<file path="config.mk">
export PLATFORM = sky130hd
export DESIGN_NAME = net_rate_limiter
export DESIGN_NICKNAME = d
export VERILOG_FILES = /design/src/rtl/net_pkg.sv /design/src/rtl/net_token_bucket.sv /design/src/rtl/net_rate_limiter.sv
export SDC_FILE = /design/constraint.sdc
export NUM_CORES = 1
export LEC_CHECK = 0
export ABC_AREA = 1
export BUFFER_PORTS_ARGS = -buffer_cell sky130_fd_sc_hd__buf_2
export CORE_ASPECT_RATIO = 1.75
export CORE_MARGIN = 2
export CORE_UTILIZATION = 30
export CTS_BUF_LIST = sky130_fd_sc_hd__clkbuf_4 sky130_fd_sc_hd__clkbuf_8
export DETAILED_ROUTE_END_ITERATION = 8
export GPL_TIMING_DRIVEN = 0
export PLACE_DENSITY = 0.49
export SLEW_MARGIN = 20
export SYNTH_ARGS = -nofsm -noshare
export SYNTH_HDL_FRONTEND = slang
export SYNTH_HIERARCHICAL = 1
export SYNTH_SLANG_ARGS = --single-unit
</file>
<file path="constraint.sdc">
create_clock -name clock -period 5.23 [get_ports clock]
set_clock_uncertainty 0.05 [all_clocks]
set_input_delay 1.3075 -clock clock [delete_from_list [all_inputs] [get_ports clock]]
set_output_delay 1.3075 -clock clock [all_outputs]
set_load 0.1 [all_outputs]
</file>
<file path="src/rtl/net_pkg.sv">
// Shared NIC stream types and limiter state encoding.
package net_pkg;

    localparam int unsigned NET_DATA_W = 64;
    localparam int unsigned NET_KEEP_W = 8;
    localparam int unsigned NET_CNT_W  = 8;

    typedef struct packed {
        logic [NET_DATA_W-1:0] data;
        logic [NET_KEEP_W-1:0] keep;
        logic                  last;
    } net_flit_t;

    typedef struct packed {
        logic [NET_CNT_W-1:0] inc;
        logic [NET_CNT_W-1:0] period;
        logic [NET_CNT_W-1:0] size;
    } rlimit_cfg_t;

    typedef enum logic {
        StIdle,
        StInPkt
    } limiter_state_e;

endpackage

</file>
<file path="src/rtl/net_token_bucket.sv">
// Token bucket: refill timer plus a saturating token counter.
module net_token_bucket
    import net_pkg::*;
#(
    parameter int unsigned CNT_W = NET_CNT_W
) (
    input  logic             i_clock,
    input  logic             i_reset,
    input  logic [CNT_W-1:0] i_inc,
    input  logic [CNT_W-1:0] i_period,
    input  logic [CNT_W-1:0] i_size,
    input  logic             i_consume,
    input  logic             i_hold,
    output logic             o_tokens_nonzero
);

    logic [CNT_W-1:0] r_period_cnt;
    logic [CNT_W-1:0] r_tokens;
    logic [CNT_W-1:0] w_tokens_next;
    logic [CNT_W:0]   w_sum;
    logic             w_refill;

    assign w_refill         = (r_period_cnt == i_period);
    assign o_tokens_nonzero = (r_tokens != '0);

    // One extra bit so tokens + inc cannot wrap before saturation.
    always_comb begin
        w_sum = {1'b0, r_tokens}
              + (w_refill ? {1'b0, i_inc} : '0)
              - {{CNT_W{1'b0}}, i_consume};
        if (i_hold) begin
            w_tokens_next = '0;
        end else if (w_sum > {1'b0, i_size}) begin
            w_tokens_next = i_size;
        end else begin
            w_tokens_next = w_sum[CNT_W-1:0];
        end
    end

    always_ff @(posedge i_clock) begin
        if (i_reset) begin
            r_period_cnt <= '0;
            r_tokens     <= '0;
        end else begin
            r_period_cnt <= w_refill ? '0 : r_period_cnt + 1'b1;
            r_tokens     <= w_tokens_next;
        end
    end

endmodule

</file>
<file path="src/rtl/net_rate_limiter.sv">
// Token-bucket rate limiter for a valid/ready flit stream with packet-safe config and stats.
module net_rate_limiter
    import net_pkg::*;
#(
    parameter int unsigned DATA_W = NET_DATA_W,
    parameter int unsigned KEEP_W = DATA_W / 8,
    parameter int unsigned CNT_W  = NET_CNT_W,
    parameter int unsigned STAT_W = 32
) (
    input  logic              clock,
    input  logic              reset,
    input  logic              in_valid,
    output logic              in_ready,
    input  logic [DATA_W-1:0] in_data,
    input  logic [KEEP_W-1:0] in_keep,
    input  logic              in_last,
    output logic              out_valid,
    input  logic              out_ready,
    output logic [DATA_W-1:0] out_data,
    output logic [KEEP_W-1:0] out_keep,
    output logic              out_last,
    input  logic [CNT_W-1:0]  rlimit_inc,
    input  logic [CNT_W-1:0]  rlimit_period,
    input  logic [CNT_W-1:0]  rlimit_size,
    output logic [STAT_W-1:0] pkt_count,
    output logic [STAT_W-1:0] flit_count,
    output logic [STAT_W-1:0] stall_count
);

    limiter_state_e    r_state;
    limiter_state_e    w_state_next;
    logic [CNT_W-1:0]  r_shadow_inc;
    logic [CNT_W-1:0]  r_shadow_period;
    logic [CNT_W-1:0]  r_shadow_size;
    logic [STAT_W-1:0] r_pkt_count;
    logic [STAT_W-1:0] r_flit_count;
    logic [STAT_W-1:0] r_stall_count;
    logic              w_tokens_nonzero;
    logic              w_xfer;
    logic              w_hold;

    assign out_data  = in_data;
    assign out_keep  = in_keep;
    assign out_last  = in_last;
    assign out_valid = in_valid && w_tokens_nonzero;
    assign in_ready  = out_ready && w_tokens_nonzero;
    assign w_xfer    = in_valid && in_ready;

    // A zero-size or zero-increment bucket stays empty and blocks traffic.
    assign w_hold = (r_shadow_size == '0) || (r_shadow_inc == '0);

    net_token_bucket #(
        .CNT_W (CNT_W)
    ) u_bucket (
        .i_clock          (clock),
        .i_reset          (reset),
        .i_inc            (r_shadow_inc),
        .i_period         (r_shadow_period),
        .i_size           (r_shadow_size),
        .i_consume        (w_xfer),
        .i_hold           (w_hold),
        .o_tokens_nonzero (w_tokens_nonzero)
    );

    always_comb begin
        w_state_next = r_state;
        unique case (r_state)
            StIdle:  if (w_xfer && !in_last) w_state_next = StInPkt;
            StInPkt: if (w_xfer && in_last)  w_state_next = StIdle;
            default: w_state_next = StIdle;
        endcase
    end

    always_ff @(posedge clock) begin
        if (reset) begin
            r_state <= StIdle;
        end else begin
            r_state <= w_state_next;
        end
    end

    // Settings only track the inputs between packets.
    always_ff @(posedge clock) begin
        if (reset) begin
            r_shadow_inc    <= '0;
            r_shadow_period <= '0;
            r_shadow_size   <= '0;
        end else if (r_state == StIdle) begin
            r_shadow_inc    <= rlimit_inc;
            r_shadow_period <= rlimit_period;
            r_shadow_size   <= rlimit_size;
        end
    end

    always_ff @(posedge clock) begin
        if (reset) begin
            r_pkt_count   <= '0;
            r_flit_count  <= '0;
            r_stall_count <= '0;
        end else begin
            if (w_xfer) begin
                r_flit_count <= r_flit_count + 1'b1;
            end
            if (w_xfer && in_last) begin
                r_pkt_count <= r_pkt_count + 1'b1;
            end
            if (in_valid && !w_tokens_nonzero) begin
                r_stall_count <= r_stall_count + 1'b1;
            end
        end
    end

    assign pkt_count   = r_pkt_count;
    assign flit_count  = r_flit_count;
    assign stall_count = r_stall_count;

endmodule

</file>
==> flow_summary.toml, run 1 <==
[floorplanning]
die_w_microns = 127
die-area_sq_mm = 0.0278
rows = 78
io_pins = 272
core_sq_mm = 0.0260
die_h_microns = 219
start_util_pct = 30.6

[drt]
vias = 7990
ant_nets = 0
routedWlPerCell_microns = 14.5
highest_layer = "met4"
m1WireLength_mm = 9.16
drc = 0
drt_iter0_drc = 224
via_per_inst = 4.59
wl_met2_mm = 13.7
routed_wl_mm = 25.3
drt-pass1-iter-count = 6
met3WireLength_mm = 1.79

[sta]
layout_min_cycle_time_ns = 4.16
hold_viol_final = 0
relSlewSlack_pct = 43.6
totalNegativeSetupSlack_ns = 0
fmax_ghz = 0.240
worst_pin_slew_ns = 0.847
fin_crit_sh_pct = 79.5
finalSetupViolCount = 0
rsz0062_at_grt = "false"
slew_viol_final = 0

[pwr]
p_clk_share_pct = 23.3
ir_drop_uv = 155
intPower_mw = 1.90
combPwrFrac_pct = 42.7
switching_share_pct = 43.9
seqPwrFrac_pct = 34.0
p_sw_mw = 1.49
power.density_mw_per_mm2 = 350
cellLeakagePower_nw = 4.60

[cts]
post_cts_buffers = 0
clockRootBuffer = "clkbuf_8"
htree_levels = 4
clk_path_buf_depth = 2
cts.sinks = 137
post_cts_resized = 0
ctsHoldBuffers = 0
cts_tree = "yes"
tritoncts.num_buffers = 17
clock_latency_ns = 0.48
cts.clk_slew.worst_paths_ns = 0.08

[final_layout]
final_nets = 1538
fillers = 2898
area_delta_synth_final_pct = 21.9
instances_no_fill = 1742
drive_above_1_share_pct = 24.0
design_area_sq_mm = 0.00968

[logic_synthesis]
synth_async_sr_flop_share_pct = 0
seq_area_frac_synth_pct = 34.5
synth_cell_types = 37
yosys_warnings = 6
syn_area_sq_mm = 0.00794
synth_nets = 1320
synthCells = 1190
synth.avg_cell_area_sq_um = 6.67
synth-edff-count = 0
ys.flop_type = "dfxtp_1"
synth-seq-cells = 137

[global_route]
grt_usage_pct = 18.1
gr-total-overflow = 0
first_global_vias = 7622
grt_pass1_wl_mm = 38.8
grt_max_degree = 17
antenna_found_initial = 1

[min_path]
hold_path_class = "register to register"

[placement]
place_inst = 1709
dpl_cell_area_sq_mm = 0.00934
hpwl_mm = 20.2
port_buffers = 199
gp_congestion = 0.844

[flow_run]
drv_cap = 0

[critical_path]
critPathLaunchType = "register"
cp.required_ns = 5.55
worstSetupPathType = "register to register"
cp.arrival_ns = 4.48
worstPathMaxFanout = 10
crit_path_end_kind = "register"

[run_status]
outcome = "complete, no violations"
## logic make-up (layout without fill, tap and decap cells)
group,Yosys count,after routing,share of synthesized area (%)
flops,137,137,34.5
other cells,0,1,0
compound gates,108,108,7.17
buf+inv,239,470,14.9
xor+xnor,30,30,3.40
simple gates,647,647,35.3
fa+ha+maj,29,29,4.66
## placed cells by master, fill, tap and decap left out, types with 8 or more instances in the layout
cell and instances:
nand4_1 25, inv_1 141, buf_4 74, xor2_1 21, clkbuf_8 19, ha_1 28
xnor2_1 8, dfxtp_1 137, nor2_1 241, a21oi_1 51, buf_2 200, nor3_1 26
nor4_1 8, o21ai_0 46, clkbuf_1 12, nand2_1 238, nand3_1 68, nor2_2 10
## registers in the layout, summed over array words and instances, names as in the netlist, named ones only
signal	count
flit_count	32
pkt_count	32
stall_count	32
r_shadow_inc	8
r_shadow_period	8
r_shadow_size	8
u_bucket/r_period_cnt	8
u_bucket/r_tokens	8
## metal layers
layer | GRT usage [%] | up-vias
met1 | 17.2 | 3574
met3 | 5.49 | 32
li1 | - | 4132
met5 | 0 | -
met2 | 36.0 | 252
met4 | 6.45 | 0
## power by group through the flow
stage	clock (mW)	sequential, mW	combinational, mW
6_report	0.789	1.15	1.45
5_1_grt	0.869	1.16	1.63
4_1_cts	0.834	1.15	1.47
3_5_place_dp	0	1.18	1.46
3_3_place_gp	0	1.18	1.46
2_1_floorplan	0	1.23	1.12
## cells in the mapped netlist (2+ instances only)
library cell | instances | area share (%)
a211oi_1 | 2 | 0.19
a21o_1 | 2 | 0.19
a21oi_1 | 51 | 3.2
and3_1 | 2 | 0.16
buf_1 | 3 | 0.14
buf_4 | 74 | 7.0
clkbuf_1 | 12 | 0.57
clkinv_1 | 2 | 0.095
dfxtp_1 | 137 | 35
ha_1 | 28 | 4.4
inv_1 | 141 | 6.7
inv_2 | 5 | 0.24
nand2_1 | 238 | 11
nand2_2 | 5 | 0.39
nand3_1 | 68 | 4.3
nand3_2 | 7 | 0.88
nand3b_1 | 4 | 0.38
nand4_1 | 25 | 2.0
nor2_1 | 241 | 11
nor2_2 | 10 | 0.79
nor2_4 | 5 | 0.71
nor3_1 | 26 | 1.6
nor3b_1 | 5 | 0.47
nor4_1 | 8 | 0.63
o21a_1 | 4 | 0.38
o21ai_0 | 46 | 2.9
o21bai_1 | 2 | 0.19
xnor2_1 | 8 | 0.88
xor2_1 | 21 | 2.3
## through the flow
stage          hold WS, ns  util (%)  worst slack, ns  power, mW
2_1_floorplan        0.390         -             1.17       2.35
3_3_place_gp         0.405      36.0            0.630       2.63
3_5_place_dp         0.414      36.0            0.578       2.64
4_1_cts              0.434      37.3            0.941       3.46
5_1_grt              0.474      37.3            0.648       3.66
6_report             0.428      37.3             1.07       3.39
## area by class of cell
cell class | instances | area (sq um) | share of cell area, %
clock buffer | 19 | 262 | 2.70
timing repair buffer | 199 | 996 | 10.3
tap | 320 | 400 | 4.14
inverter | 148 | 556 | 5.74
sequential | 137 | 2740 | 28.3
multi-input combinational | 814 | 4020 | 41.5
buffer | 91 | 628 | 6.49
antenna | 1 | 2.50 | 0.0258
clock inverter | 13 | 80.1 | 0.827
## worst paths after layout
check / startpoint / end / slack, ns / depth (start not counted)
worst min-delay path: u_bucket/r_period_cnt[0]$_SDFF_PP0_ / u_bucket/r_period_cnt[0]$_SDFF_PP0_ / 0.43 / 1
worst max register to register: u_bucket/r_tokens[5]$_SDFF_PP0_ / u_bucket/r_tokens[6]$_SDFF_PP0_ / 1.07 / 26
worst min register to register: u_bucket/r_period_cnt[0]$_SDFF_PP0_ / u_bucket/r_period_cnt[0]$_SDFF_PP0_ / 0.43 / 1
worst max-delay path: u_bucket/r_tokens[5]$_SDFF_PP0_ / u_bucket/r_tokens[6]$_SDFF_PP0_ / 1.07 / 26
## worst max-delay path: stages, from the launching register on
cell and delay [ns]:
dfxtp_1 0.32, nor3_1 0.31, nand3_1 0.29, nand2_1 0.25
nor2_4 0.10, ha_1 0.28, inv_1 0.04, ha_1 0.22
fa_1 0.41, nand3_1 0.10, nand3_2 0.12, xor2_1 0.18
ha_1 0.30, nand2_1 0.06, nor2_1 0.15, nand2_1 0.07
nand3_1 0.07, nand2_1 0.06, nand2_1 0.05, nand2_1 0.04
nand2_1 0.05, nand2_1 0.08, nand2_2 0.12, buf_6 0.16
nand2_2 0.05, nand2_1 0.06, nor2_2 0.03
(Power assumes the default switching activity.)
==> run 2, diff against run 1 <==
Clock period 5.23 ns to 4.1 ns, I/O delays scaled along.
==> run 2 against run 1 <==
Net effect:
- global-route usage unchanged
- sequential power up 28%
- count of clock-buffer cells in the layout unchanged
- sequential cell count unchanged
- power up 37%
- register-to-register slack worse by 0.76 ns
- routed wire length up 0.76%
- hold slack about the same
- critical path type unchanged
- largest cell class unchanged
- largest power group unchanged
==> flow_summary.toml, run 2 (synthesized netlist as in run 1, its figures left out) <==
[run_status]
outcome = "complete, no violations"

[pwr]
power.density_mw_per_mm2 = 470
total_power_mw = 4.62
cellLeakagePower_nw = 4.67
ir_drop_uv = 199

[placement]
port_buffers = 199
dpl_cell_area_sq_mm = 0.00934
gp_congestion = 0.844
hpwl_mm = 20.2
place_ws_ns = -0.270

[critical_path]
worstSetupPathType = "register to register"
crit_path_end_kind = "register"
critPathLaunchType = "register"
cp.required_ns = 4.42
cp_common_cell = "nand2_1"
worstPathMaxFanout = 9
max_stage_delay_ns = 0.36
cp_slowest_cell = "fa_2"
cp.arrival_ns = 4.11

[final_layout]
final_nets = 1549
drive_above_1_share_pct = 25.6
design_area_sq_mm = 0.00984
final_common_cell = "nor2_1"
area_delta_synth_final_pct = 23.9
final_cell_mix = "240 x nor2_1, 235 x nand2_1, 200 x buf_2"

[drt]
drt_iter0_drc = 220
routed_wl_mm = 25.5
ant_nets = 0
vias = 8060
via_per_inst = 4.60
drt-pass1-iter-count = 6
routedWlPerCell_microns = 14.5
drc = 0

[cts]
cts.clk_slew.worst_paths_ns = 0.08
clk_path_buf_depth = 2
htree_levels = 4
cts.sinks = 137
cts_tree = "yes"
tritoncts.num_buffers = 17
ctsHoldBuffers = 0
clock_latency_ns = 0.48
clockRootBuffer = "clkbuf_8"

[sta]
hold_viol_final = 0
fin_crit_sh_pct = 92.4
fmax_ghz = 0.264
worst_pin_slew_ns = 0.835
slew_viol_final = 0
finalSetupViolCount = 0
relSlewSlack_pct = 44.3
layout_min_cycle_time_ns = 3.79
layout_setup_ws_ns = 0.313

[floorplanning]
die-area_sq_mm = 0.0278
die_w_microns = 127
io_pins = 272
die_h_microns = 219
core_sq_mm = 0.0260
start_util_pct = 30.6
rows = 78

[global_route]
antenna_found_initial = 1
grt_pass1_wl_mm = 38.8
gr-total-overflow = 0
grt_usage_pct = 18.1
first_global_vias = 7622
grt_max_degree = 17

[min_path]
hold_path_class = "register to register"

[flow_run]
drv_cap = 0
## run 2: changes by cell type in the layout (fill, tap and decap cells not counted), sizes merged
| cell | before | now |
|---|---|---|
| buf | 278 | 289 |
## run 2: final timing paths
| check | cells after the start | end | from | slack (ns) |
|---|---|---|---|---|
| min | 1 | u_bucket/r_period_cnt[0]$_SDFF_PP0_ | u_bucket/r_period_cnt[0]$_SDFF_PP0_ | 0.43 |
| max reg2reg | 25 | u_bucket/r_tokens[6]$_SDFF_PP0_ | u_bucket/r_tokens[1]$_SDFF_PP0_ | 0.31 |
| max | 25 | u_bucket/r_tokens[6]$_SDFF_PP0_ | u_bucket/r_tokens[1]$_SDFF_PP0_ | 0.31 |
| min reg2reg | 1 | u_bucket/r_period_cnt[0]$_SDFF_PP0_ | u_bucket/r_period_cnt[0]$_SDFF_PP0_ | 0.43 |
## run 2: metal layers
metal / wire, microns / track usage, % / vias up
met1: 9350 / 17.2 / 3632
met2: 13900 / 36.0 / 249
met3: 1610 / 5.49 / 32
li1: - / - / 4147
met4: 618 / 6.45 / 0
met5: 0 / 0 / -
## run 2: worst max-delay path, delay by kind of cell (launching register included)
family                     cells  cell delay [ns]
xor gates and xnor gates       1             0.19
adders and majority gates      4             1.19
buffers and inverters          3             0.25
DFF                            1             0.33
and+or+nand+nor               17             1.66
## run 2: through the flow
| stage | util (%) | instances | TNS (ns) | hold WS (ns) |
|---|---|---|---|---|
| after floorplan | - | 1190 | 0 | 0.390 |
| after global placement | 36.0 | 1709 | -1.39 | 0.405 |
| after detailed placement | 36.0 | 1709 | -1.80 | 0.414 |
| after CTS | 37.3 | 1741 | 0 | 0.434 |
| after global routing | 37.9 | 1753 | -0.00487 | 0.474 |
| final | 37.9 | 1753 | 0 | 0.428 |
## run 2: where the power goes
group | internal (mW) | switching [mW] | total, mW
sequential | 1.41 | 0.0641 | 1.47
combinational | 0.767 | 1.38 | 2.14
clock | 0.439 | 0.570 | 1.01
total | 2.61 | 2.01 | 4.62
## run 2: layout make-up
class                      count  area [sq um]
antenna                        1          2.50
buffer                        91           628
clock buffer                  19           262
clock inverter                13          80.1
fill                        2883         16100
inverter                     148           558
multi-input combinational    814          4080
sequential                   137          2750
tap                          320           400
timing repair buffer         210          1080
## run 2: repair_timing
item                                    CTS  global route
resized for setup                         2            16
gates cloned                              0             1
setup buffers                             0            10
endpoints found under the setup margin    8             8
pin swaps                                 0             9
